===== config.mk =====
export PLATFORM = sky130hd
export DESIGN_NAME = m72_irq_ctrl
export DESIGN_NICKNAME = d
export VERILOG_FILES = /design/src/rtl/m72_irq_ctrl.sv
export SDC_FILE = /design/constraint.sdc
export NUM_CORES = 1
export LEC_CHECK = 0
export CAP_MARGIN = 0
export CELL_PAD_IN_SITES_DETAIL_PLACEMENT = 0
export CELL_PAD_IN_SITES_GLOBAL_PLACEMENT = 1
export CORE_ASPECT_RATIO = 0.8
export CORE_MARGIN = 5
export CORE_UTILIZATION = 19
export CTS_CLUSTER_DIAMETER = 200
export DETAILED_ROUTE_END_ITERATION = 7
export PLACE_DENSITY_LB_ADDON = 0.2
export SYNTH_ARGS = -nofsm -noshare
export SYNTH_HDL_FRONTEND = slang
export SYNTH_SLANG_ARGS = --single-unit

===== constraint.sdc =====
create_clock -name clock -period 1.9 [get_ports clock]
set_clock_uncertainty 0.05 [all_clocks]
set_input_delay 0.38 -clock clock [delete_from_list [all_inputs] [get_ports clock]]
set_output_delay 0.38 -clock clock [all_outputs]
set_load 0.02 [all_outputs]

===== src/rtl/m72_irq_ctrl.sv =====
`timescale 1ns/1ps
`default_nettype none
// +-----------------------------------------------------------------------+
// | m72_irq_ctrl : vblank/raster interrupt controller with vector cycle    |
// | Optional raster source: define M72_RASTER_IRQ_EN       Rev 1.0         |
// +-----------------------------------------------------------------------+
module m72_irq_ctrl #(
  parameter logic [8:0] VBL_LINE = 9'd256,
  parameter logic [8:0] RASTER_H = 9'd0,
  parameter logic [7:0] VEC_BASE = 8'h20
) (
  input  logic        clock,
  input  logic        reset_n,
  input  logic [8:0]  h_count,
  input  logic [8:0]  v_count,
  input  logic        io_cs,
  input  logic        io_we,
  input  logic [1:0]  io_addr,
  input  logic [15:0] io_din,
  input  logic [1:0]  io_sel,
  output logic [15:0] io_dout,
  output logic        io_ack,
  output logic        int_rq,
  input  logic        int_ack,
  input  logic        vec_stb,
  output logic [15:0] vec_dout,
  output logic        vec_ack
);

  localparam logic [7:0] c_vec_vbl  = VEC_BASE;
  localparam logic [7:0] c_vec_ras  = VEC_BASE + 8'd2;
  localparam logic [7:0] c_vec_spur = VEC_BASE + 8'd4;

  typedef enum logic [1:0] {
    S_IDLE = 2'd0,
    S_VEC  = 2'd1,
    S_WAIT = 2'd2
  } state_t;

  state_t      r_state, w_state_nxt;
  logic [7:0]  r_vec;
  logic        r_clr_vbl, r_clr_ras;
  logic        w_vec_clr_vbl, w_vec_clr_ras;

  logic        r_vbl_en, r_vbl_pend, r_vbl_hit_d;
  logic        w_vbl_hit, w_vbl_set, w_vbl_clr;
  logic [8:0]  w_cmp;
  logic        w_ras_en, w_ras_pend;
  logic        w_vbl_req, w_ras_req;

  logic        r_io_ack, r_int_rq;
  logic [15:0] r_io_dout, w_rd_data;
  logic        w_wr, w_wr_lo, w_wr_hi;
  logic        w_unused;

  // A write commits only on the first cycle of a strobe so a held strobe
  // cannot repeat a write-1-to-clear against a freshly set pending bit.
  assign w_wr    = io_cs & io_we & ~r_io_ack;
  assign w_wr_lo = w_wr & io_sel[0];
  assign w_wr_hi = w_wr & io_sel[1];

  assign w_vbl_hit = (v_count == VBL_LINE) && (h_count == 9'd0);
  assign w_vbl_set = w_vbl_hit & ~r_vbl_hit_d;
  assign w_vbl_clr = (w_wr_lo && (io_addr == 2'd2) && io_din[0]) || w_vec_clr_vbl;

  always_ff @(posedge clock or negedge reset_n) begin
    if (!reset_n) begin
      r_vbl_hit_d <= 1'b0;
      r_vbl_pend  <= 1'b0;
      r_vbl_en    <= 1'b0;
    end else begin
      r_vbl_hit_d <= w_vbl_hit;
      if (w_vbl_set)
        r_vbl_pend <= 1'b1;
      else if (w_vbl_clr)
        r_vbl_pend <= 1'b0;
      if (w_wr_lo && (io_addr == 2'd1))
        r_vbl_en <= io_din[0];
    end
  end

`ifdef M72_RASTER_IRQ_EN
  logic [8:0] r_cmp;
  logic       r_ras_en, r_ras_pend, r_ras_hit_d;
  logic       w_ras_hit, w_ras_set, w_ras_clr;

  assign w_ras_hit = (v_count == r_cmp) && (h_count == RASTER_H);
  assign w_ras_set = w_ras_hit & ~r_ras_hit_d;
  assign w_ras_clr = (w_wr_lo && (io_addr == 2'd2) && io_din[1]) || w_vec_clr_ras;

  always_ff @(posedge clock or negedge reset_n) begin
    if (!reset_n) begin
      r_cmp       <= 9'd0;
      r_ras_en    <= 1'b0;
      r_ras_pend  <= 1'b0;
      r_ras_hit_d <= 1'b0;
    end else begin
      r_ras_hit_d <= w_ras_hit;
      if (w_ras_set)
        r_ras_pend <= 1'b1;
      else if (w_ras_clr)
        r_ras_pend <= 1'b0;
      if (w_wr_lo && (io_addr == 2'd1))
        r_ras_en <= io_din[1];
      if (w_wr_lo && (io_addr == 2'd0))
        r_cmp[7:0] <= io_din[7:0];
      if (w_wr_hi && (io_addr == 2'd0))
        r_cmp[8] <= io_din[8];
    end
  end

  assign w_cmp      = r_cmp;
  assign w_ras_en   = r_ras_en;
  assign w_ras_pend = r_ras_pend;
  assign w_unused   = ^io_din[15:9];
`else
  assign w_cmp      = 9'd0;
  assign w_ras_en   = 1'b0;
  assign w_ras_pend = 1'b0;
  assign w_unused   = ^{io_din[15:1], io_sel[1], w_vec_clr_ras, RASTER_H};
`endif

  assign w_vbl_req = r_vbl_pend & r_vbl_en;
  assign w_ras_req = w_ras_pend & w_ras_en;

  always_comb begin
    w_rd_data = 16'h0000;
    case (io_addr)
      2'd0:    w_rd_data = {7'd0, w_cmp};
      2'd1:    w_rd_data = {14'd0, w_ras_en, r_vbl_en};
      2'd2:    w_rd_data = {14'd0, w_ras_pend, r_vbl_pend};
      default: w_rd_data = 16'h0000;
    endcase
  end

  always_ff @(posedge clock or negedge reset_n) begin
    if (!reset_n) begin
      r_io_ack  <= 1'b0;
      r_io_dout <= 16'h0000;
      r_int_rq  <= 1'b0;
    end else begin
      r_io_ack  <= io_cs;
      r_io_dout <= io_cs ? w_rd_data : 16'h0000;
      r_int_rq  <= w_vbl_req | w_ras_req;
    end
  end

  assign io_ack  = r_io_ack;
  assign io_dout = r_io_dout;
  assign int_rq  = r_int_rq;

  // Winner is latched on entry to VEC; spurious cycles latch no clear.
  always_ff @(posedge clock or negedge reset_n) begin
    if (!reset_n) begin
      r_state   <= S_IDLE;
      r_vec     <= 8'h00;
      r_clr_vbl <= 1'b0;
      r_clr_ras <= 1'b0;
    end else begin
      r_state <= w_state_nxt;
      if ((r_state == S_IDLE) && int_ack && vec_stb) begin
        if (w_vbl_req) begin
          r_vec     <= c_vec_vbl;
          r_clr_vbl <= 1'b1;
          r_clr_ras <= 1'b0;
        end else if (w_ras_req) begin
          r_vec     <= c_vec_ras;
          r_clr_vbl <= 1'b0;
          r_clr_ras <= 1'b1;
        end else begin
          r_vec     <= c_vec_spur;
          r_clr_vbl <= 1'b0;
          r_clr_ras <= 1'b0;
        end
      end
    end
  end

  always_comb begin
    w_state_nxt   = r_state;
    vec_ack       = 1'b0;
    vec_dout      = 16'h0000;
    w_vec_clr_vbl = 1'b0;
    w_vec_clr_ras = 1'b0;
    case (r_state)
      S_IDLE: begin
        if (int_ack && vec_stb)
          w_state_nxt = S_VEC;
      end
      S_VEC: begin
        vec_ack       = 1'b1;
        vec_dout      = {8'h00, r_vec};
        w_vec_clr_vbl = r_clr_vbl;
        w_vec_clr_ras = r_clr_ras;
        w_state_nxt   = S_WAIT;
      end
      S_WAIT: begin
        if (!vec_stb)
          w_state_nxt = S_IDLE;
      end
      default: w_state_nxt = S_IDLE;
    endcase
  end

endmodule
`default_nettype wire


==> metrics.md <==
| Metric | Value |
|---|---|
| Outcome | `finished clean` |
| Utilization after layout | `approximately 28%` |
| Crit Reg-Reg Endpoint | `r_vbl_en` |
| Reg2reg start | `io_ack` |
| R2R Setup Slk | `about 0.67 ns` |
| Final weighted congestion in routability-driven placement | `0.7130` |
| Grt ovf | `0` |
| Initial antenna violation count | `0` |
| Max-Cap Viols | `0` |
| Routed metal-1 wirelength | `between 500 and 600 um` |
| Fin cells | `154` |
| Via count | `between 500 and 600` |
| Lkg Pwr | `between 0.4 and 0.5 nW` |
| Metal2 WL | `648 um` |
| Synth Instances | `74` |
| Skew-Pair Late Insertion Delay | `0.23 ns` |
| Most frequent cells in the layout | `clkdlybuf4s50_1 (30), conb_1 (29), dfrtp_1 (11)` |
| FILL cells | `just under 400` |
| Post-synthesis instance area | `723.2 um^2` |
| WS Path Type | `reg2out` |
| RSZ-0062 raised after global routing | `false` |
| Mean Syn Cell Area | `slightly below 10 um^2` |
| Area of the multi-input gates | `around 320 um^2` |
| Dpl ws | `about 0.11 ns` |
| Detailed Routing Iterations Pass 1 | `2` |
| Setup_tns | `0 ns` |
| Layout Area Growth over Synthesis | `43.42%` |
| Max FO, Critical Path | `4` |
| Netlist cell types | `24` |
| HPWL Detailed | `~1.3 mm` |
| 1st-iter DRT viols | `15` |
| Synth Warn # | `0` |
| CP arrival | `around 1.3 ns` |
| Nets | `about 160` |
| Peak supply drop | `approximately 0.18 mV` |
| Worst Setup Start Kind | `flip-flop` |
| CP required | `between 1 and 1.5 ns` |
| Commonest non-fill, non-tap cell in the layout | `clkdlybuf4s50_1` |
| Maximum clock rate | `around 0.57 GHz` |
| Min Tclk post-route | `approximately 1.7 ns` |
| Total power draw | `around 640 uW` |
| Ports | `between 70 and 80` |
| Num rows | `20` |
| CP Capture Type | `output port` |
| CTS Hold Bufs | `0` |
| Die height | `approximately 65 um` |
| H-tree Lvls | `1` |
| First-pass GRT wire length | `~2.3 mm` |
| Core area | `around 3700 um^2` |
| Clk sinks | `11` |
| Setup crit end | `vec_dout[5]` |
| Slew headroom | `65.33%` |
| PostCTS Resize Cnt | `3` |
| # diodes | `0` |
| Share of post-route cells with drive strength above 1 | `6.364%` |
| Die ar. | `between 5000 and 6000 um^2` |
| Pwr per Cell Area | `around 620 nW/um^2` |
| Vias in the first global route | `between 500 and 600` |
| Final worst path period share | `91.63%` |
| Post CTS Setup Buffer Count | `0` |
| DRT Wirelength | `around 1.5 mm` |
| Clock slew at reported path FFs | `0.05 ns` |
| Die X-Extent | `approximately 80 um` |
| Count of state elements after synthesis | `11` |
| # setup viols final | `0` |
| Wire per inst | `9.812 um` |
| I/O Buffers | `33` |
| WL met3 | `299 um` |
| Final Hold Vio Count | `0` |
| Placed Cells | `150` |
| Register area share after synthesis | `38.06%` |
| CP startpoint | `r_state[1]` |
| Via density | `between 3 and 4` |
| Largest net degree at the start of global routing | `12` |
| CTS Root Cell | `clkbuf_8` |
| Total CTS buffers | `3` |
| DR top layer | `met4` |
| Sequential Area | `between 200 and 300 um^2` |
| CTS tree | `done` |
| Initial Util | `between 10% and 20%` |
| CTS Buffer Depth | `2` |
| Worst slew pin tran | `0.5184 ns` |
| Final ANT Viol Nets | `0` |
| Cells on worst reg2reg path | `3` |
| Max-slew violations | `0` |
| Setup WS post-layout | `between 0.15 and 0.2 ns` |
| Hold crit path type | `reg2reg` |
| Global-route usage over all layers | `approximately 5.7%` |
| Post-route DRC | `0` |
[sequential cells by signal, summed over array words and instances, names as in the netlist]
name         cells
r_vbl_hit_d      1
r_clr_vbl        1
r_vbl_pend       1
int_rq           1
r_vec            2
r_state          2
io_ack           1
io_dout          1
r_vbl_en         1
[logic make-up (layout without fill, tap and decap cells)]
family                     count (synthesis)  after routing  share of synthesized area (%)
buffers and inverters                     33             41                          32.18
and+or+nand+nor                           21             21                          19.38
DFF                                       11             11                          38.06
AOI/OAI and AO/OA                          5              5                          4.845
adders and majority gates                  2              2                          3.460
other                                      1             29                         0.5185
muxes                                      1              1                          1.557
[area by class of cell]
type	count	share of cell area, %
clock buffer	4	4.343
inverter	4	1.448
multi-input combinational	58	30.88
sequential	11	26.54
tap	44	5.308
timing repair buffer	33	31.48
[critical path, cell delays in order, from the launching register on]
cell	delay, ns
dfrtp_1	0.40
nor2b_1	0.20
and2_1	0.15
dlygate4sd2_1	0.33
[through the flow]
stage               hold slack (ns)  instance area, um^2
global placement             0.3674                996.0
floorplan                   0.03441                828.3
global route                 0.4062                 1037
CTS                          0.3843                 1037
finish                       0.3808                 1037
detailed placement           0.3777                996.0
[report_power, final]
group / switching, mW / internal [mW] / total (mW)
registers: 0.00735 / 0.245 / 0.253
logic: 0.0886 / 0.0725 / 0.161
clock network: 0.0796 / 0.147 / 0.226
total: 0.176 / 0.465 / 0.640
[worst min path at each step]
stage                startpoint          to  cells after the start
global route        r_vbl_hit_d  r_vbl_pend                      1
floorplan               reset_n      int_rq                      0
CTS                 r_vbl_hit_d  r_vbl_pend                      1
finish              r_vbl_hit_d  r_vbl_pend                      1
detailed placement  r_vbl_hit_d  r_vbl_pend                      1
global placement    r_vbl_hit_d  r_vbl_pend                      1
[layer usage]
| metal | global-route usage [%] | up-vias |
|---|---|---|
| li1 | - | 257 |
| met1 | 6.422 | 237 |
| met2 | 8.824 | 43 |
| met3 | 4.521 | 2 |
| met5 | 0 | - |
| met4 | 0.6438 | 0 |
[Yosys cell counts]
cell type,number,area (um^2)
nor4_1,3,18.77
nand2b_1,1,6.260
conb_1,1,3.750
o31ai_1,1,7.510
or2_2,1,6.260
mux2_2,1,11.26
dfrtp_1,11,275.3
and2_1,3,18.77
inv_1,4,15.01
nor3b_1,1,7.510
ha_1,2,25.02
nor2_1,2,7.510
nor4_2,1,12.51
o21a_1,1,7.510
nand3b_1,3,22.52
buf_4,29,217.7
o21ai_0,1,5.000
o211ai_1,1,7.510
a22oi_1,1,7.510
and4bb_2,1,12.51
nand2_1,2,7.510
nor2b_1,1,6.260
nand4b_1,1,8.760
nand3_1,1,5.000
No activity file was read; power rests on OpenSTA's default activity.
